**config.mk**
```make
export PLATFORM = sky130hd
export DESIGN_NAME = ttt_turn_ctrl
export DESIGN_NICKNAME = d
export VERILOG_FILES = /design/src/rtl/ttt_turn_ctrl.sv
export SDC_FILE = /design/constraint.sdc
export NUM_CORES = 1
export LEC_CHECK = 0
export BUFFER_PORTS_ARGS = -buffer_cell sky130_fd_sc_hd__clkbuf_2
export CAP_MARGIN = 20
export CORE_UTILIZATION = 57
export CTS_CLUSTER_DIAMETER = 150
export DETAILED_ROUTE_END_ITERATION = 10
export GPL_ROUTABILITY_DRIVEN = 0
export GPL_TIMING_DRIVEN = 0
export PLACE_DENSITY_LB_ADDON = 0.25
export SLEW_MARGIN = 5
export SYNTH_ARGS = -nofsm -noshare
export SYNTH_HDL_FRONTEND = slang
export SYNTH_SLANG_ARGS = --single-unit
```
**constraint.sdc**
```tcl
create_clock -name clk -period 3.3 [get_ports clk]
set_clock_uncertainty 0.05 [all_clocks]
set_input_delay 0 -clock clk [delete_from_list [all_inputs] [get_ports clk]]
set_output_delay 0 -clock clk [all_outputs]
set_load 0.02 [all_outputs]
```
**src/rtl/ttt_turn_ctrl.sv**
```systemverilog
// ttt_turn_ctrl: 3x3 game turn arbiter, board register and win/draw detector.
// Optional MOVE_TIMEOUT_EN adds a per-turn forfeit timer and timeout_pulse output.
module ttt_turn_ctrl #(
  parameter int FIRST_PLAYER   = 1,
  parameter int TIMEOUT_CYCLES = 50_000_000
) (
  input  logic       clk,
  input  logic       reset,
  input  logic       new_game,
  input  logic       p1_req,
  input  logic [3:0] p1_cell,
  input  logic       p2_req,
  input  logic [3:0] p2_cell,
  output logic       p1_ack,
  output logic       p2_ack,
  output logic       p1_nack,
  output logic       p2_nack,
  output logic [1:0] cell0,
  output logic [1:0] cell1,
  output logic [1:0] cell2,
  output logic [1:0] cell3,
  output logic [1:0] cell4,
  output logic [1:0] cell5,
  output logic [1:0] cell6,
  output logic [1:0] cell7,
  output logic [1:0] cell8,
  output logic [1:0] turn,
  output logic       game_over,
  output logic [1:0] winner
`ifdef MOVE_TIMEOUT_EN
  ,
  output logic       timeout_pulse
`endif
);
  typedef enum logic [2:0] {WAIT_P1, WAIT_P2, CHECK, WIN, DRAW} state_t;
  localparam state_t     FIRST_WAIT = (FIRST_PLAYER == 2) ? WAIT_P2 : WAIT_P1;
  localparam logic [1:0] FIRST_CODE = (FIRST_PLAYER == 2) ? 2'b10 : 2'b01;
  state_t state, next_state;
  logic [1:0] board [9];
  logic [3:0] moves;
  logic [1:0] mover, cur_code, turn_d, winner_d;
  logic [3:0] cur_cell;
  logic [15:0] occ;
  logic [8:0] own;
  logic p1_armed, p2_armed, in_wait, cur_req, accept, reject, win, timeout;
  logic game_over_d, p1_ack_d, p2_ack_d, p1_nack_d, p2_nack_d;
  genvar i;
  // cells 9..15 read as occupied so out-of-range targets reject naturally
  for (i = 0; i < 9; i++) begin : g_cell
    assign occ[i] = |board[i];
    assign own[i] = board[i] == mover;
  end
  assign occ[15:9] = '1;
  assign {cell8, cell7, cell6, cell5, cell4, cell3, cell2, cell1, cell0} =
    {board[8], board[7], board[6], board[5], board[4], board[3], board[2], board[1], board[0]};
  assign win = (&own[2:0]) | (&own[5:3]) | (&own[8:6]) |
               (own[0] & own[3] & own[6]) | (own[1] & own[4] & own[7]) | (own[2] & own[5] & own[8]) |
               (own[0] & own[4] & own[8]) | (own[2] & own[4] & own[6]);
  assign in_wait  = state == WAIT_P1 || state == WAIT_P2;
  assign cur_req  = state == WAIT_P1 ? p1_req & p1_armed : p2_req & p2_armed;
  assign cur_cell = state == WAIT_P1 ? p1_cell : p2_cell;
  assign cur_code = state == WAIT_P1 ? 2'b01 : 2'b10;
  assign accept   = in_wait & cur_req & ~occ[cur_cell] & ~new_game;
  assign reject   = in_wait & cur_req & occ[cur_cell] & ~new_game;
`ifdef MOVE_TIMEOUT_EN
  localparam int TW = $clog2(TIMEOUT_CYCLES + 1);
  logic [TW-1:0] tcnt;
  assign timeout = in_wait & ~accept & ~new_game & (tcnt == TW'(TIMEOUT_CYCLES - 1));
  always_ff @(posedge clk or negedge reset)
    if (!reset) tcnt <= '0;
    else tcnt <= (new_game || next_state != state) ? '0 : in_wait ? tcnt + 1'b1 : tcnt;
`else
  assign timeout = 1'b0 & (TIMEOUT_CYCLES > 0);
`endif
  always_ff @(posedge clk or negedge reset)
    if (!reset) begin
      state     <= FIRST_WAIT;
      turn      <= FIRST_CODE;
      game_over <= 1'b0;
      winner    <= 2'b00;
      p1_ack    <= 1'b0;
      p2_ack    <= 1'b0;
      p1_nack   <= 1'b0;
      p2_nack   <= 1'b0;
`ifdef MOVE_TIMEOUT_EN
      timeout_pulse <= 1'b0;
`endif
    end else begin
      state     <= next_state;
      turn      <= turn_d;
      game_over <= game_over_d;
      winner    <= winner_d;
      p1_ack    <= p1_ack_d;
      p2_ack    <= p2_ack_d;
      p1_nack   <= p1_nack_d;
      p2_nack   <= p2_nack_d;
`ifdef MOVE_TIMEOUT_EN
      timeout_pulse <= timeout;
`endif
    end
  always_comb begin
    next_state = state;
    if (new_game) next_state = FIRST_WAIT;
    else if (in_wait) next_state = accept ? CHECK : timeout ? (state == WAIT_P1 ? WAIT_P2 : WAIT_P1) : state;
    else if (state == CHECK) next_state = win ? WIN : moves == 4'd9 ? DRAW : mover == 2'b01 ? WAIT_P2 : WAIT_P1;
  end
  always_comb begin
    turn_d      = next_state == WAIT_P1 ? 2'b01 : next_state == WAIT_P2 ? 2'b10 : 2'b00;
    game_over_d = next_state == WIN || next_state == DRAW;
    winner_d    = new_game ? 2'b00 : (state == CHECK && win) ? mover : winner;
    p1_ack_d    = accept && state == WAIT_P1;
    p2_ack_d    = accept && state == WAIT_P2;
    p1_nack_d   = reject && state == WAIT_P1;
    p2_nack_d   = reject && state == WAIT_P2;
  end
  // a response disarms the requester until it drops req for a cycle
  always_ff @(posedge clk or negedge reset)
    if (!reset) begin
      board    <= '{default: 2'b00};
      moves    <= 4'd0;
      mover    <= 2'b00;
      p1_armed <= 1'b1;
      p2_armed <= 1'b1;
    end else begin
      if (new_game) begin
        board <= '{default: 2'b00};
        moves <= 4'd0;
        mover <= 2'b00;
      end else if (accept) begin
        board[cur_cell] <= cur_code;
        moves           <= moves + 4'd1;
        mover           <= cur_code;
      end
      p1_armed <= (p1_ack_d || p1_nack_d) ? 1'b0 : (~p1_req | p1_armed);
      p2_armed <= (p2_ack_d || p2_nack_d) ? 1'b0 : (~p2_req | p2_armed);
    end
endmodule

```
==> impl_table.tex <==
\begin{tabular}{lr}
\hline
Metric & Value \\
\hline
\multicolumn{2}{l}{\textbf{Synth}} \\
\quad Synthesized netlist net count & 294 \\
\quad Total of flip-flops plus latches after synthesis & 38 \\
\quad Average instance area after synthesis & 8.94 sq um \\
\quad Proportion of synthesized chip area in sequential cells & 38.3\% \\
\quad Synthesis Warnings & 0 \\
\quad Ys async rst share & 100\% \\
\quad List of most frequent post-synthesis cells & 35 x sky130\_fd\_sc\_hd\_\_dfrtp\_1, 20 x sky130\_fd\_sc\_hd\_\_and3\_1, 20 x sky130\_fd\_sc\_hd\_\_nor3\_1, 19 x sky130\_fd\_sc\_hd\_\_nor2\_1 \\
\quad Dominant synthesized flop cell & sky130\_fd\_sc\_hd\_\_dfrtp\_1 \\
\quad Synthesized instance count & 279 \\
\quad Synth cell types & 51 \\
\quad Synthesized cell area & 2490 sq um \\
\quad Area share of the largest cell type after synthesis & 35.1\% \\
\quad Largest area contributor in the synthesized netlist & sky130\_fd\_sc\_hd\_\_dfrtp\_1 \\
\quad Leading cell type by number of instances after synthesis & sky130\_fd\_sc\_hd\_\_dfrtp\_1 \\
\quad Number of enable-type register cells in the synthesized netlist & 0 \\
\quad Largest cells by area after synthesis & sky130\_fd\_sc\_hd\_\_dfrtp\_1 35\%, sky130\_fd\_sc\_hd\_\_and3\_1 5.0\%, sky130\_fd\_sc\_hd\_\_nor3\_1 4.0\% \\
\multicolumn{2}{l}{\textbf{Pwr}} \\
\quad Cell area power density & roughly 630 nW/um\^{}2 \\
\quad Switching pwr & 0.765 mW \\
\quad Internal power component & 1.03 mW \\
\quad Part of the power in registers & a little under a third \\
\quad Static Leakage & roughly 1.3 nW \\
\quad Share of power burned in the clock network & approximately 19\% \\
\quad Peak VDD IR & 0.387 mV \\
\quad Logic pwr share & 49.7\% \\
\quad Switching share of power & about 43\% \\
\multicolumn{2}{l}{\textbf{Clocking}} \\
\quad H-tree levels & 2 \\
\quad Maximum clock insertion buffer count & 2 \\
\quad Setup Fix Bufs, Post-CTS & 0 \\
\quad Clock tree sinks & 38 \\
\quad Latest clock arrival within the worst-skew pair & between 0.2 and 0.3 ns \\
\quad Root Buffer & sky130\_fd\_sc\_hd\_\_clkbuf\_8 \\
\quad Number of buffers created by CTS & 5 \\
\quad Clock-pin slew on the worst setup and hold paths & 0.07 ns \\
\quad CTS tree & yes \\
\multicolumn{2}{l}{\textbf{Final layout}} \\
\quad Fraction of the core area covered by cells at the end of the flow & 69.7\% \\
\quad Layout overhead on the synthesized area & 14.9\% \\
\quad Filler Cells Inserted & 329 \\
\quad Largest register FFs & 4 \\
\quad Final Cell Area & 2870 sq um \\
\quad Registers with the most flip-flops & moves (4), state (3) \\
\quad Total Nets Final & approximately 340 \\
\quad Register with the most flip-flops & moves \\
\quad Final antenna diode count & 0 \\
\quad Share of final-layout standard cells stronger than drive strength 1 & a little over a fifth \\
\multicolumn{2}{l}{\textbf{Global route}} \\
\quad GR Overflow Total & 0 \\
\quad Vias in the first global route & between 2000 and 2500 \\
\quad Pin count of the biggest net entering global routing & 39 \\
\quad Global-route wire length before repair & approximately 11000 microns \\
\quad Initial antenna violation count & 0 \\
\quad Total global routing track utilization & between 30\% and 40\% \\
\multicolumn{2}{l}{\textbf{Timing}} \\
\quad Slew Limit Fails & 0 \\
\quad Count of endpoints failing hold in the final timing report & 0 \\
\quad Share of the clock period used by the worst path & 87.0\% \\
\quad Final-report setup violation count & 0 \\
\quad Slew @ Worst Pin & 0.934 ns \\
\quad FMAX & 0.348 GHz \\
\quad Worst relative slew slack & 37.7\% \\
\quad Setup TNS & 0 ns \\
\quad Unrepaired setup endpoints after global routing & false \\
\quad Shortest period the worst path allows & 2.87 ns \\
\quad Post-Route Hold Slack & $\sim$0.046 ns \\
\multicolumn{2}{l}{\textbf{Setup path}} \\
\quad Critical-path maximum fanout & 10 \\
\quad Worst setup path category & reg -> reg \\
\quad Launching element type of the critical path & flip-flop \\
\quad Crit path required time & 3.44 ns \\
\quad Critical Path Sink Type & flip-flop \\
\quad Arrival time worst endpoint & 3.01 ns \\
\multicolumn{2}{l}{\textbf{Routing}} \\
\quad Routed length per placed instance & 18.6 microns \\
\quad Final Routed Wirelength & 7020 microns \\
\quad Routed Antenna Nets & 0 \\
\quad Vias & 2489 \\
\quad Iteration count of the initial detailed-routing pass & 5 \\
\quad Initial detailed-routing violation count & 274 \\
\quad Post-route DRC violation count & 0 \\
\quad Via density per instance & $\sim$6.6 \\
\multicolumn{2}{l}{\textbf{Floorplanning}} \\
\quad Number of core rows & 23 \\
\quad Placeable Area & 4120 sq um \\
\quad Die area & 4650 sq um \\
\quad Die span in x & 68.2 microns \\
\quad Height of the chip & 68.2 microns \\
\quad Top-Level Pins & 40 \\
\quad Initial standard-cell utilization of the core & 60.6\% \\
\multicolumn{2}{l}{\textbf{Outcome}} \\
\quad Run status & completed \\
\multicolumn{2}{l}{\textbf{Worst hold path}} \\
\quad Type of the worst min-delay path & in -> reg \\
\multicolumn{2}{l}{\textbf{Placement}} \\
\quad Number of buffers inserted by port buffering & 38 \\
\quad Detailed Place HPWL & 4970 microns \\
\quad Placement-stage cell area & 2750 sq um \\
\multicolumn{2}{l}{\textbf{Job}} \\
\quad Max-cap violations & 0 \\
\hline
\end{tabular}
-- per-stage QoR --
stage                     cells  setup slack (ns)  power [mW]
after floorplan             279             0.845        1.23
after global placement      367             0.570        1.42
after detailed placement    367             0.529        1.45
after CTS                   378             0.502        1.78
after global routing        378             0.326        1.89
final                       378             0.429        1.80
-- critical path, stage by stage (launching register included) --
cell	delay [ns]
sky130_fd_sc_hd__dfrtp_1	0.39
sky130_fd_sc_hd__buf_6	0.15
sky130_fd_sc_hd__nor3_4	0.39
sky130_fd_sc_hd__mux2_2	0.43
sky130_fd_sc_hd__o32ai_1	0.36
sky130_fd_sc_hd__and2_1	0.19
sky130_fd_sc_hd__buf_2	0.19
sky130_fd_sc_hd__nand2_2	0.12
sky130_fd_sc_hd__buf_4	0.20
sky130_fd_sc_hd__o32ai_1	0.29
-- power by group through the flow --
| stage | Sequential [mW] | Combinational [mW] | Clock [mW] |
|---|---|---|---|
| 6_report | 0.572 | 0.893 | 0.332 |
| 5_1_grt | 0.578 | 0.964 | 0.351 |
| 4_1_cts | 0.570 | 0.874 | 0.332 |
| 3_5_place_dp | 0.579 | 0.867 | 0 |
| 3_3_place_gp | 0.574 | 0.846 | 0 |
| 2_1_floorplan | 0.602 | 0.623 | 0 |
-- path summary, 6_finish.rpt --
path	end	depth (start not counted)	startpoint	slack (ns)
hold reg to reg	p2_armed$_DFF_PN1_	2	p2_armed$_DFF_PN1_	0.42
min in group asynchronous	moves[1]$_DFFE_PN0P_	2	reset	0.33
max in group asynchronous	cell2[1]$_DFFE_PN0P_	2	reset	2.30
setup reg to reg	cell2[1]$_DFFE_PN0P_	9	state[1]$_DFF_PN0_	0.43
hold / removal	cell0[1]$_DFFE_PN0P_	4	p2_cell[3]	0.05
setup / recovery	cell2[1]$_DFFE_PN0P_	9	state[1]$_DFF_PN0_	0.43
-- repair_timing --
item,in CTS,in global routing
setup endpoints to repair,0,0
resized for setup,0,0
hold buffers,3,0
endpoints found under the hold margin,37,0
-- cell usage in the layout, fill, tap and decap left out, drive strengths merged, types with 2 or more instances in the layout --
cell type / count
clkbuf: 56
dfrtp: 35
nor3: 21
and3: 20
nor2: 19
nand2: 15
a21oi: 14
nand2b: 13
inv: 12
o22ai: 11
buf: 11
xor2: 8
nand3: 7
o41ai: 7
a211oi: 6
mux2i: 6
nor2b: 5
o21ai: 5
a2111oi: 4
o31ai: 4
nor4: 4
nand4: 4
mux2: 3
o32ai: 3
or4: 3
and2: 3
dlygate4sd3: 3
dfstp: 3
or3: 2
a221oi: 2
or2: 2
a21o: 2
ha: 2
-- final cells by class --
class / count / area (sq um) / share of cell area, %
Buffer: 21 / 116 / 4.06
Clock buffer: 8 / 90.1 / 3.14
Inverter: 12 / 45.0 / 1.57
Multi-Input combinational cell: 208 / 1380 / 48.1
Sequential cell: 38 / 955 / 33.3
Tap cell: 50 / 62.6 / 2.18
Timing Repair Buffer: 41 / 220 / 7.68
-- per-layer routing --
| metal | track usage, % | share of wire [%] | routed length [microns] |
|---|---|---|---|
| met2 | 51.8 | 47 | 3330 |
| met4 | 15.6 | 3.1 | 218 |
| met5 | 0 | 0 | 0 |
| met1 | 42.8 | 42 | 2950 |
| met3 | 6.83 | 7.4 | 519 |
-- cells by family after synthesis --
kind of cell,Yosys count,share of synthesized area (%)
AOI/OAI and AO/OA,67,19.8
adders and majority gates,2,1.00
DFF,38,38.3
and+or+nand+nor,122,26.9
muxes,9,4.76
xor gates and xnor gates,8,2.81
buffers and inverters,33,6.47
Note: power is estimated with default switching activity, not from simulation.
